===== src/rtl/bitn_pio_pkg.sv =====
// Shared register map and edge-mode constants for the bitn_pio GPIO block.
// Interrupt/edge support is compiled in by defining BITN_PIO_IRQ_EN.
package bitn_pio_pkg;

    typedef enum logic [3:0] {
        ADDR_DATA   = 4'd0,
        ADDR_SET    = 4'd1,
        ADDR_CLR    = 4'd2,
        ADDR_TOGGLE = 4'd3,
        ADDR_DIR    = 4'd4,
        ADDR_PIN    = 4'd5,
        ADDR_EDGE   = 4'd6,
        ADDR_MASK   = 4'd7
    } reg_addr_e;

    localparam int unsigned EDGE_RISE = 0;
    localparam int unsigned EDGE_FALL = 1;
    localparam int unsigned EDGE_BOTH = 2;

    function automatic logic edge_hit(input int unsigned mode, input logic cur, input logic prev);
        logic hit;
        hit = 1'b0;
        case (mode)
            EDGE_RISE: hit = cur & ~prev;
            EDGE_FALL: hit = ~cur & prev;
            default:   hit = cur ^ prev;
        endcase
        return hit;
    endfunction

endpackage


===== src/rtl/bitn_sync.sv =====
// Per-bit input synchroniser chain with optional edge-detect pulse.
// The edge flop and pulse exist only when BITN_PIO_IRQ_EN is defined.
module bitn_sync
    import bitn_pio_pkg::*;
#(
    parameter int unsigned SYNC_STAGES = 2,
    parameter int unsigned EDGE_MODE   = EDGE_RISE
) (
    input  logic csi_clk,
    input  logic csi_reset,
    input  logic din,
`ifdef BITN_PIO_IRQ_EN
    input  logic arm,
    output logic edge_pulse,
`endif
    output logic dout
);

    logic [SYNC_STAGES-1:0] chain;

    always_ff @(posedge csi_clk) begin
        if (csi_reset) begin
            chain <= '0;
        end else begin
            chain <= {chain[SYNC_STAGES-2:0], din};
        end
    end

    assign dout = chain[SYNC_STAGES-1];

`ifdef BITN_PIO_IRQ_EN
    logic prev;

    always_ff @(posedge csi_clk) begin
        if (csi_reset) begin
            prev <= 1'b0;
        end else begin
            prev <= dout;
        end
    end

    always_comb begin
        edge_pulse = arm & edge_hit(EDGE_MODE, dout, prev);
    end
`endif

endmodule


===== src/rtl/bitn_pio.sv =====
// Avalon-MM GPIO port: DATA/SET/CLR/TOGGLE/DIR/PIN registers, plus EDGE/MASK
// and a level interrupt when built with BITN_PIO_IRQ_EN.
module bitn_pio
    import bitn_pio_pkg::*;
#(
    parameter int unsigned WIDTH       = 8,
    parameter int unsigned SYNC_STAGES = 2,
    parameter int unsigned EDGE_MODE   = EDGE_RISE,
    parameter int unsigned RESET_OUT   = 0
) (
    input  logic             csi_clk,
    input  logic             csi_reset,
    input  logic [3:0]       avs_s1_address,
    input  logic             avs_s1_read,
    output logic [7:0]       avs_s1_readdata,
    input  logic             avs_s1_write,
    input  logic [7:0]       avs_s1_writedata,
    output logic [WIDTH-1:0] coe_out,
    output logic [WIDTH-1:0] coe_oe,
    input  logic [WIDTH-1:0] coe_in,
    output logic             ins_irq
);

    localparam logic [7:0] RESET_BYTE = 8'(RESET_OUT);

    logic [WIDTH-1:0] data_q;
    logic [WIDTH-1:0] dir_q;
    logic [WIDTH-1:0] pin_sync;
    logic [WIDTH-1:0] wd;
    logic [7:0]       rd_word;

    assign wd      = avs_s1_writedata[WIDTH-1:0];
    assign coe_out = data_q;
    assign coe_oe  = dir_q;

`ifdef BITN_PIO_IRQ_EN
    localparam logic [2:0] ARM_DELAY = 3'(SYNC_STAGES + 1);

    logic [WIDTH-1:0] edge_q;
    logic [WIDTH-1:0] mask_q;
    logic [WIDTH-1:0] edge_pulse;
    logic [WIDTH-1:0] w1c;
    logic [2:0]       arm_cnt;
    logic             arm;

    // Hold edge capture off until the synchroniser and edge flop have
    // flushed their reset zeros, so a pin already high reads as no event.
    always_ff @(posedge csi_clk) begin
        if (csi_reset) begin
            arm_cnt <= ARM_DELAY;
        end else if (arm_cnt != '0) begin
            arm_cnt <= arm_cnt - 3'd1;
        end
    end

    assign arm = (arm_cnt == '0);
`endif

    for (genvar i = 0; i < WIDTH; i++) begin : g_sync
        bitn_sync #(
            .SYNC_STAGES(SYNC_STAGES),
            .EDGE_MODE  (EDGE_MODE)
        ) u_sync (
            .csi_clk   (csi_clk),
            .csi_reset (csi_reset),
            .din       (coe_in[i]),
`ifdef BITN_PIO_IRQ_EN
            .arm       (arm),
            .edge_pulse(edge_pulse[i]),
`endif
            .dout      (pin_sync[i])
        );
    end

    always_ff @(posedge csi_clk) begin
        if (csi_reset) begin
            data_q <= RESET_BYTE[WIDTH-1:0];
            dir_q  <= '0;
        end else if (avs_s1_write) begin
            case (avs_s1_address)
                ADDR_DATA:   data_q <= wd;
                ADDR_SET:    data_q <= data_q | wd;
                ADDR_CLR:    data_q <= data_q & ~wd;
                ADDR_TOGGLE: data_q <= data_q ^ wd;
                ADDR_DIR:    dir_q  <= wd;
                default:     ;
            endcase
        end
    end

    always_comb begin
        rd_word = '0;
        case (avs_s1_address)
            ADDR_DATA: rd_word[WIDTH-1:0] = data_q;
            ADDR_DIR:  rd_word[WIDTH-1:0] = dir_q;
            ADDR_PIN:  rd_word[WIDTH-1:0] = pin_sync;
`ifdef BITN_PIO_IRQ_EN
            ADDR_EDGE: rd_word[WIDTH-1:0] = edge_q;
            ADDR_MASK: rd_word[WIDTH-1:0] = mask_q;
`endif
            default:   ;
        endcase
    end

    always_ff @(posedge csi_clk) begin
        if (csi_reset) begin
            avs_s1_readdata <= '0;
        end else if (avs_s1_read) begin
            avs_s1_readdata <= rd_word;
        end
    end

`ifdef BITN_PIO_IRQ_EN
    always_comb begin
        w1c = '0;
        if (avs_s1_write && avs_s1_address == ADDR_EDGE) begin
            w1c = wd;
        end
    end

    // A fresh edge is OR-ed in after the clear so it survives a same-cycle W1C.
    always_ff @(posedge csi_clk) begin
        if (csi_reset) begin
            edge_q  <= '0;
            mask_q  <= '0;
            ins_irq <= 1'b0;
        end else begin
            edge_q <= (edge_q & ~w1c) | edge_pulse;
            if (avs_s1_write && avs_s1_address == ADDR_MASK) begin
                mask_q <= wd;
            end
            ins_irq <= |(edge_q & mask_q);
        end
    end
`else
    assign ins_irq = 1'b0;
`endif

endmodule


===== config.mk =====
export PLATFORM = sky130hd
export DESIGN_NAME = bitn_pio
export DESIGN_NICKNAME = d
export VERILOG_FILES = /design/src/rtl/bitn_pio_pkg.sv /design/src/rtl/bitn_sync.sv /design/src/rtl/bitn_pio.sv
export SDC_FILE = /design/constraint.sdc
export NUM_CORES = 1
export LEC_CHECK = 0
export CAP_MARGIN = 20
export CORE_MARGIN = 2
export CORE_UTILIZATION = 48
export DETAILED_ROUTE_END_ITERATION = 7
export GPL_ROUTABILITY_DRIVEN = 0
export PLACE_DENSITY = 0.78
export SLEW_MARGIN = 10
export SYNTH_ARGS = -nofsm -noshare
export SYNTH_HDL_FRONTEND = slang
export SYNTH_SLANG_ARGS = --single-unit

===== constraint.sdc =====
create_clock -name csi_clk -period 2.1 [get_ports csi_clk]
set_clock_uncertainty 0.15 [all_clocks]
set_input_delay 0.315 -clock csi_clk [delete_from_list [all_inputs] [get_ports csi_clk]]
set_output_delay 0.315 -clock csi_clk [all_outputs]
set_load 0.05 [all_outputs]

Word-level counts from Yosys, hierarchy flattened
Index checks and enable logic that the tools add are counted.
- reduce and logical (&&, ||, !) cells: 4
- bitwise logic cells: 4
- eq/ne operators: 5
- muxes and demuxes: 2
- operators by type and width (operator ; count):
    $pmux W8 S4 ; 1
    $pmux W8 S3 ; 1
    $and A8 B8 Y8 ; 1
    $eq A4 B2 Y1 const B ; 2
    $eq A4 B3 Y1 const B ; 2
    $not A8 Y8 ; 1
    $or A8 B8 Y8 ; 1
    $xor A8 B8 Y8 ; 1
    $eq A4 B1 Y1 const B ; 1
    $logic_not A4 Y1 ; 1
    $reduce_and A2 Y1 ; 2
    $reduce_bool A4 Y1 ; 1
- logic and storage cells: 26
- bits of input ports: 24
- output and inout port bits: 25
- register bits: 40

Longest topological paths before layout
Gate-level depths: netlist (run 1).
- depth after elaboration: 3
- depth in mapped cells: 5
- mapped depth without buffers: 5

By module
From an unflattened synthesis (run 1), not the netlist that was laid out.
- cells, all modules: 215
- area total of the unflattened synthesis: 2016.9 µm²
- by module, submodules not included (module ; area each (µm²) ; instances ; cells each ; sequential area each (µm²)):
    bitn_pio ; 1596.5 ; 1 ; 183 ; 480.5
    bitn_sync ; 52.6 ; 8 ; 4 ; 40.0

Least setup slack after synthesis (run 1)
Ideal clock, no wire load.
- path kind: register to register
- start point: register data_q[7] (netlist: coe_out[7])
- end point: register data_q[7] (netlist: coe_out[7])
- required time: 1.821 ns
- stages on the path, launching flop included: 6
- path buffers: 0
- library setup time: 0.129 ns
- setup slack: 0.069 ns
- data arrival time: 1.752 ns
- clock period less this slack: 2.031 ns
- path through: dfxtp_1 inv_1 ha_1 mux2_2 a2111oi_0 o2bb2ai_1
- cells in the longest elaborated chain, start to end: 2
- elaborated cells on any way between the ends: 4
- classes of those cells: mux (1); bitwise (3)
- RTL lines (element ; RTL line ; RTL):
    start, declared ; bitn_pio.sv:26 ; logic [WIDTH-1:0] data_q;
    start signal, assigned ; bitn_pio.sv:77 ; data_q <= RESET_BYTE[WIDTH-1:0];
    start signal, assigned ; bitn_pio.sv:81 ; ADDR_DATA: data_q <= wd;
    start signal, assigned ; bitn_pio.sv:82 ; ADDR_SET: data_q <= data_q | wd;
    $xor A8 B8 Y8 (tied with other cells) ; bitn_pio.sv:84 ; ADDR_TOGGLE: data_q <= data_q ^ wd;
    $pmux W8 S4 (*) ; bitn_pio.sv:80 ; case (avs_s1_address)
Mark *: on every way between the ends. The rest lies on a longest branch, timed or not.
A chain may end at the register's enable or synchronous reset.

Worst setup path in the final report (run 1)
- start point: register data_q[5] (netlist: coe_out[5])
- end point: output coe_out[5]
- RTL lines (element ; RTL line ; RTL):
    end, declared ; bitn_pio.sv:18 ; output logic [WIDTH-1:0] coe_out,
No word-level cell between the ends.

==> metrics.cfg, run 1 <==
[timing]
clock.fmax_mhz=489
tightest_slew_ns=0.798
slew_viol_final=0
rsz0062_at_grt=false
relSlewSlack_pct=46.8
setup_viol=0
min_period_ns=2.04
hold_slack_ns=0.290
period_share_pct=97.3
hold_viol_final=0
setup_ws_ns=0.0567

[floorplan]
rows=23
pin_count=49
core_sq_mm=0.00403
start_util_pct=50.0
design.die.area_sq_mm=0.00473
die_y_microns=68.8
die_w_microns=68.8

[global_routing]
grt_pass1_wl_mm=7.76
grt_max_degree=29
track_usage_pct=22.5
grt_pass1_vias=1651
grt_antenna_before_repair=0
overflow=0

[clocking]
path_clk_slew_ns=0.08
cts_tree=built
cts_sinks=40
cts_inserted_buffers=5
clockRootBuffer=clkbuf_8
htreeDepth=2
cts_max_path_buffers=2
clock_latency_ns=0.30
cts-resized-gates=0
post-cts-setup-buffers=0
cts_hold_buf=0

[hold_path]
worstHoldStart=g_sync[2].u_sync.chain[0]
hp-class=reg -> reg

[critical_path]
cp_top_family=buffers and inverters
startpoint=coe_out[5]
crit_fanout=5
worst_setup_path_start_kind=flip-flop
slowest_delay_ns=0.84
cp_num_buf_inv=1
crit_slowest_cell=clkdlybuf4s50_1
required_ns=1.63
end_kind=output port
critical_path_class=reg -> out
r2r_start=coe_out[7]
cp_data_arrival_time_ns=1.58
path_cells=clkdlybuf4s50_1

[place]
place_area_sq_mm=0.00263
place_hpwl_mm=3.48
place_ws_ns=-0.110
portBuffers=47

[synth]
yosysSeqAreaShare_pct=39.8
yosysWarnings=0
ys_seq_elements=40
synth.avg_cell_area_sq_um=9.28
synth_cells=217
syn-cell-area_sq_mm=0.00201
ys_types=36
syn_nets=257

[route]
ant_nets=0
drcViolationCount=0
routed_wl_mm=4.85
drtPass1Iterations=4
drtIter0Drc=173
vias_per_cell=5.56
num_vias=1807
wire_per_inst_microns=14.9

[run]
drv_cap=0

[status]
outcome=complete, no violations

[finish]
num_antenna_cells=0
drive_above_1_share_pct=13.1
n_fill_cell=333
seq_area_sq_um=801
multi_input_area_sq_mm=0.00106
final_nets=314
area_growth_pct=36.2
design_area_sq_mm=0.00274

[power_and_ir_drop]
ir_drop_v=0.000471
power.density_mw_per_mm2=621
power_leakage_uw=0.00107

## cell families (layout without fill, tap and decap cells)
logic type / Yosys count / count (layout) / synth area share [%]
buffers and inverters: 34 / 92 / 7.45
and+or+nand+nor: 69 / 69 / 21.1
other: 1 / 1 / 0.186
muxes: 4 / 4 / 2.17
DFF: 40 / 40 / 39.8
adders and majority gates: 16 / 16 / 9.94
AOI/OAI and AO/OA: 53 / 53 / 19.4
## cell usage in the layout (no fill, tap or decap), types with 3 or more instances in the layout
cell type,instances
nand3_1,21
o221ai_1,5
nor2_1,4
a32o_1,7
nand2_1,9
inv_1,19
ha_1,16
o31ai_1,5
clkdlybuf4s50_1,47
o21ai_0,11
buf_4,16
and2_1,4
clkbuf_8,5
a21oi_1,10
dfxtp_1,40
mux2_2,3
nor2b_1,22
a221o_1,5
## report_power, final
group | leakage [uW] | internal, uW | switching, uW
clock | 0.0000548 | 358 | 293
sequential | 0.000326 | 780 | 12.5
combinational | 0.000685 | 121 | 139
total | 0.00107 | 1260 | 444
## layer usage
layer	up-vias	part of all wire, %	GRT usage, %
met5	-	0	0
met4	0	1.6	7.60
met3	8	5.4	6.17
met2	53	47	36.7
met1	861	46	28.6
li1	885	-	-
## cells in the mapped netlist
library cell / instances / area (sq um)
dfxtp_1: 40 / 801
nor2b_1: 22 / 138
nand3_1: 21 / 105
inv_1: 19 / 71.3
ha_1: 16 / 200
o21ai_0: 11 / 55.1
a21oi_1: 10 / 50.1
nand2_1: 9 / 33.8
a32o_1: 7 / 70.1
clkbuf_1: 6 / 22.5
a221o_1: 5 / 50.1
o221ai_1: 5 / 43.8
o31ai_1: 5 / 37.5
and2_1: 4 / 25.0
nor2_1: 4 / 15.0
buf_1: 3 / 11.3
buf_2: 3 / 15.0
mux2_2: 3 / 33.8
a21o_1: 2 / 15.0
a32oi_1: 2 / 17.5
buf_6: 2 / 22.5
nor4b_2: 2 / 30.0
o2111ai_1: 2 / 17.5
or4b_4: 2 / 27.5
a2111oi_0: 1 / 8.76
a211oi_1: 1 / 7.51
a22o_1: 1 / 8.76
buf_4: 1 / 7.51
conb_1: 1 / 3.75
mux2i_1: 1 / 10.0
nor3b_1: 1 / 7.51
nor3b_4: 1 / 18.8
o2bb2ai_1: 1 / 8.76
or2_2: 1 / 6.26
or3b_2: 1 / 8.76
or4b_1: 1 / 10.0
## area by class of cell
cell class,instances,share of cell area [%]
inverter,19,2.60
multi-input combinational,143,38.8
timing repair buffer,65,23.0
tap,50,2.28
sequential,40,29.2
clock buffer,5,2.51
clock inverter,3,1.69
## per-stage QoR
stage | utilization [%] | setup TNS (ns) | cells | total power (uW)
2_1_floorplan | - | 0 | 217 | 955
3_3_place_gp | 65.2 | -0.592 | 317 | 1060
3_5_place_dp | 65.2 | -0.883 | 317 | 1070
4_1_cts | 68.1 | 0 | 325 | 1710
5_1_grt | 68.1 | 0 | 325 | 1760
6_report | 68.1 | 0 | 325 | 1700
## sequential cells by signal (all words and copies together) (netlist names)
signal               count
avs_s1_readdata          8
coe_out                  8
g_sync.u_sync.chain     16
coe_oe                   8
## worst paths after layout
kind | to | slack (ns) | depth (start not counted)
hold / removal | g_sync[2].u_sync.chain[1] | 0.29 | 1
setup reg to reg | coe_out[7] | 0.26 | 5
setup / recovery | coe_out[5] | 0.06 | 1
hold reg to reg | g_sync[2].u_sync.chain[1] | 0.29 | 1
Note: power is estimated with default switching activity, not from simulation.
==> run 2: changes to the inputs <==
--- a/config.mk
+++ b/config.mk
@@ -11,7 +11,7 @@
 export DETAILED_ROUTE_END_ITERATION = 7
 export GPL_ROUTABILITY_DRIVEN = 0
 export PLACE_DENSITY = 0.78
-export SLEW_MARGIN = 10
+export SLEW_MARGIN = 20
 export SYNTH_ARGS = -nofsm -noshare
 export SYNTH_HDL_FRONTEND = slang
 export SYNTH_SLANG_ARGS = --single-unit
==> results of run 2 <==
The final DEF is identical to that of run 1; final timing and power are the same.
==> run 3: changes to the inputs <==
--- a/config.mk
+++ b/config.mk
@@ -14,4 +14,5 @@
 export SLEW_MARGIN = 20
 export SYNTH_ARGS = -nofsm -noshare
 export SYNTH_HDL_FRONTEND = slang
+export SYNTH_HIERARCHICAL = 1
 export SYNTH_SLANG_ARGS = --single-unit
==> metrics.cfg, run 3 <==
[route]
drtPass1Iterations=4
wire_per_inst_microns=13.9
ant_nets=0
vias_per_cell=5.42
drcViolationCount=0
routed_wl_mm=4.53
num_vias=1766
drtIter0Drc=122

[timing]
tightest_slew_ns=0.536
relSlewSlack_pct=64.1
slew_viol_final=0
clock.fmax_mhz=494
setup_tns_ns=0
hold_slack_ns=0.290
rsz0062_at_grt=false
hold_viol_final=0
min_period_ns=2.02
period_share_pct=96.4
setup_viol=0

[power_and_ir_drop]
power.density_mw_per_mm2=572
swShare_pct=26.9
pwr-share-comb_pct=16.4
p_int_uw=1140
power_frac_seq_pct=50.8
power_switching_uw=419
ir_drop_v=0.000424
power_leakage_uw=0.00110
clkPwrFrac_pct=32.8

[critical_path]
cp_num_buf_inv=1
r2r_slack_ns=0.27
end_kind=output port
required_ns=1.63
slowest_delay_ns=0.84
crit_slowest_cell=clkdlybuf4s50_1
crit_fanout=5
worst_setup_path_start_kind=flip-flop
cp_top_family=buffers and inverters
path_cells=clkdlybuf4s50_1
critical_path_class=reg -> out
cp_data_arrival_time_ns=1.56

[global_routing]
grt_pass1_wl_mm=7.41
grt_pass1_vias=1613
overflow=0
grt_max_degree=17
track_usage_pct=21.0
grt_antenna_before_repair=0

[synth]
yosys_most_used_dff=dfxtp_1
synth.avg_cell_area_sq_um=9.38
ys_types=32
synth_top_area_share_pct=39.7
syn-cell-area_sq_mm=0.00202
yosysWarnings=6
synth_common_cells=40 x dfxtp_1, 22 x nor2b_1, 18 x inv_1
async_flop_share_pct=0
synth.most_common_cell=dfxtp_1
yosysTopAreaCell=dfxtp_1
yosysSeqAreaShare_pct=39.7
ys_seq_elements=40
synth_edf_count=0
syn_nets=255
synthTopCellsByArea=dfxtp_1 40%, ha_1 9.9%, nor2b_1 6.8%, mux2_2 4.5%, o21ai_0 4.0%
synth_cells=215

[status]
outcome=complete, no violations

[hold_path]
hp-class=reg -> reg

[floorplan]
die_w_microns=68.8
pin_count=49
start_util_pct=50.1
rows=23
design.die.area_sq_mm=0.00474
die_y_microns=68.8
core_sq_mm=0.00403

[finish]
num_antenna_cells=0
largest_reg_flops=16
layout_commonest_cell=clkdlybuf4s50_1
fin_util_pct=67.6
area_growth_pct=35.0
top_register=g_sync.u_sync/chain
final_nets=315
mostFrequentLayoutCells=44 x clkdlybuf4s50_1, 40 x dfxtp_1, 22 x nor2b_1
design_area_sq_mm=0.00272
drive_above_1_share_pct=14.5

[place]
portBuffers=47
place_area_sq_mm=0.00263
place_hpwl_mm=3.40

[clocking]
cts_tree=built
cts_max_path_buffers=2
cts_inserted_buffers=5
path_clk_slew_ns=0.08
clock_latency_ns=0.30
cts_sinks=40
clockRootBuffer=clkbuf_8
htreeDepth=2

[run]
drv_cap=0

[run 3: through the flow]
| stage | instances | power, uW | setup WS (ns) |
|---|---|---|---|
| 2_1_floorplan | 215 | 950 | 0.0847 |
| 3_3_place_gp | 318 | 1060 | -0.0658 |
| 3_5_place_dp | 318 | 1060 | -0.114 |
| 4_1_cts | 326 | 1570 | 0.0349 |
| 5_1_grt | 326 | 1630 | 0.0426 |
| 6_report | 326 | 1560 | 0.0761 |
[run 3: layout make-up]
cell class | count | area [sq um]
fill | 348 | 1310
multi-input combinational | 142 | 1070
sequential | 40 | 801
timing repair buffer | 68 | 636
clock buffer | 6 | 72.6
inverter | 18 | 67.6
tap | 50 | 62.6
clock inverter | 2 | 16.3
[run 3: worst paths after layout]
kind                        startpoint                   endpoint  depth (start not counted)
max                         coe_out[5]                 coe_out[5]                          1
min          g_sync[1].u_sync/chain[0]  g_sync[1].u_sync/chain[1]                          1
max reg2reg                 coe_out[4]                 coe_out[4]                          5
min reg2reg  g_sync[1].u_sync/chain[0]  g_sync[1].u_sync/chain[1]                          1
[run 3: power by group through the flow]
stage               clock [uW]  sequential (uW)  combinational [uW]
floorplan                    0              832                 119
global placement             0              809                 250
detailed placement           0              810                 254
CTS                        521              792                 255
global route               556              794                 280
finish                     511              792                 255
[run 3: kinds of logic after synthesis]
kind of cell,after synthesis,synth area share [%]
and+or+nand+nor,63,20.2
AOI/OAI and AO/OA,54,18.2
DFF,40,39.7
buffers and inverters,33,7.32
adders and majority gates,16,9.93
muxes,8,4.47
other,1,0.186
[run 3: timing repair]
action / 4_1_cts / 5_1_grt
endpoints found under the setup margin: 0 / 3
buffers inserted: 0 / 0
resized for setup: 0 / 3
hold buffers: 0 / 0
[run 3: layer usage]
layer | GRT usage, % | wire length, microns | vias to the layer above
li1 | - | - | 888
met1 | 29.2 | 2210 | 825
met3 | 6.82 | 274 | 6
met4 | 5.39 | 48 | 0
met5 | 0 | 0 | -
met2 | 31.5 | 2000 | 47
==> variant: new RTL, settings of run 2 <==
Change the parameter `WIDTH` from 8 to 6.
--- a/src/rtl/bitn_pio.sv
+++ b/src/rtl/bitn_pio.sv
@@ -5,3 +5,3 @@
 #(
-    parameter int unsigned WIDTH       = 8,
+    parameter int unsigned WIDTH       = 6,
     parameter int unsigned SYNC_STAGES = 2,
Interface: changed (resized coe_in, coe_oe and coe_out); port bits go from 49 to 43. The function was not compared with the original's and may differ.
==> variant against run 2 <==
  * Critical path depth unchanged
  * Via count decreased by 28%
  * Routed wire length decreased by 27%
  * Fmax decreased by 0.61%
  * Global-route usage decreased by 0.29 points
  * Area after synthesis decreased by 23%
  * Final area decreased by 24%
  * Sequential cell count decreased by 10
  * Setup slack got worse by 0.013 ns
  * Core utilization increased by 0.050 points
  * Total power decreased by 31%
  * First-iteration DRC count decreased by 79%
  * Critical endpoint unchanged
  * Largest cell class unchanged
==> variant: results (changes against run 2) <==
FF+latch count 30 (-25%); clk slew on worst S/H paths 0.10 ns (+0.02 ns); footprint of the multi-input gates 795 µm² (-25%); reg2reg end coe_out[1]; Pleak 0.904 nW (-15%); placed insts 242 (-24%); ys async rst share 0% (unchanged); Clk. pwr 0.361 mW (-45%); clk root buf clkbuf_4; ClkCell Share 3.07% (-1.1 points); layout cells sized above 1 17.5% (+4.4 points); Top Layer Used met4; layout filler cell count 261 (-22%); met1 global-route usage 25.5% (-3.1 points); Warnings, synthesis 0 (unchanged); Seq/total area 28.9% (-0.32 points); total track usage 22.2% (-0.29 points); DP Worst Slack -0.225 ns (-0.115 ns); max reg flops 12 (-4); hold path startpoint g_sync[1].u_sync.chain[0]; nonclk buf count 53 (-18%); CTS H-tree depth 2 (unchanged); sequential area share after synthesis 39.0% (-0.79 points); final cell count without fillers 250 (-23%); Synth cell types 31 (-14%); crit path time final 2.06 ns (+0.0126 ns); Pwr Total 1.17 mW (-31%); CLK BUF 6 (+1); M1 WL 1.43 mm (-36%); GRT met3 Usage 6.18% (+0.015 points); WHS 0.294 ns (+0.00418 ns); largest net degree at the start of global routing 13 (-55%); HPWL Detailed 2.69 mm (-22%); Avg Synthesized Cell Area 10.1 µm² (+9.2%); Crit-path slowest cell clkdlybuf4s50_1; 1st-iter DRT viols 37 (-79%); Hold Path End g_sync[1].u_sync.chain[1]; vias in the first global route 1294 (-22%); M2 GR Usage 38.7% (+2.1 points); Signal buf overhead 24.0% (+1.0 points); first-pass GRT wire length 5.88 mm (-24%); reg2reg setup slack 0.14 ns (-0.12 ns); invs w/o clock 18 (-1); port bufs 37 (-21%); maximum vdd ir drop 0.000339 V (-28%); Post-synth top cells dfxtp_1 (30), inv_1 (18), nor2b_1 (13), ha_1 (12), nand3_1 (10); reg2reg start coe_out[1]; placed cell area 2010 µm² (-24%); Met3 Wirelength 182 µm (-31%); Comb power 0.214 mW (-18%); Internal 0.849 mW (-33%); total wire length 3.53 mm (-27%); Multi-input comb cells 97 (-32%); multi-input combinational area share 38.2% (-0.58 points); met2 routed WL 1.87 mm (-18%); clk_lat worst skew 0.33 ns (+0.03 ns); status completed; top post-synthesis cells by area dfxtp_1 (39%), ha_1 (9.7%), mux4_2 (7.3%), nor2b_1 (5.3%), inv_1 (4.4%); post-DR vias/cell 5.24 (-5.8%); Worst Tran Pin Value 0.479 ns (-0.320 ns)
-- variant: cell count changes after synthesis, sizes merged, moves of 4 or more --
cell | run 2 | this run
a221o | 5 | 0
a22o | 1 | 5
a22oi | 0 | 4
a32o | 7 | 0
clkbuf | 6 | 1
dfxtp | 40 | 30
ha | 16 | 12
mux4 | 0 | 5
nand3 | 21 | 10
nor2b | 22 | 13
o221ai | 5 | 0
o31ai | 5 | 1
-- variant: what timing repair did --
action,in CTS,in global routing
endpoints found under the setup margin,1,4
buffers inserted,0,0
gates resized for setup,1,4
-- variant: logic make-up (layout without fill, tap and decap cells) --
group,Yosys count,count (layout),synth area share [%]
multiplexers,9,9,10.2
AO/OA/AOI/OAI,34,34,14.8
AND/OR/NAND/NOR,39,39,16.1
buffers and inverters,27,79,9.98
other,1,3,0.243
adder cells (fa/ha/maj),12,12,9.74
flip-flops,30,30,39.0
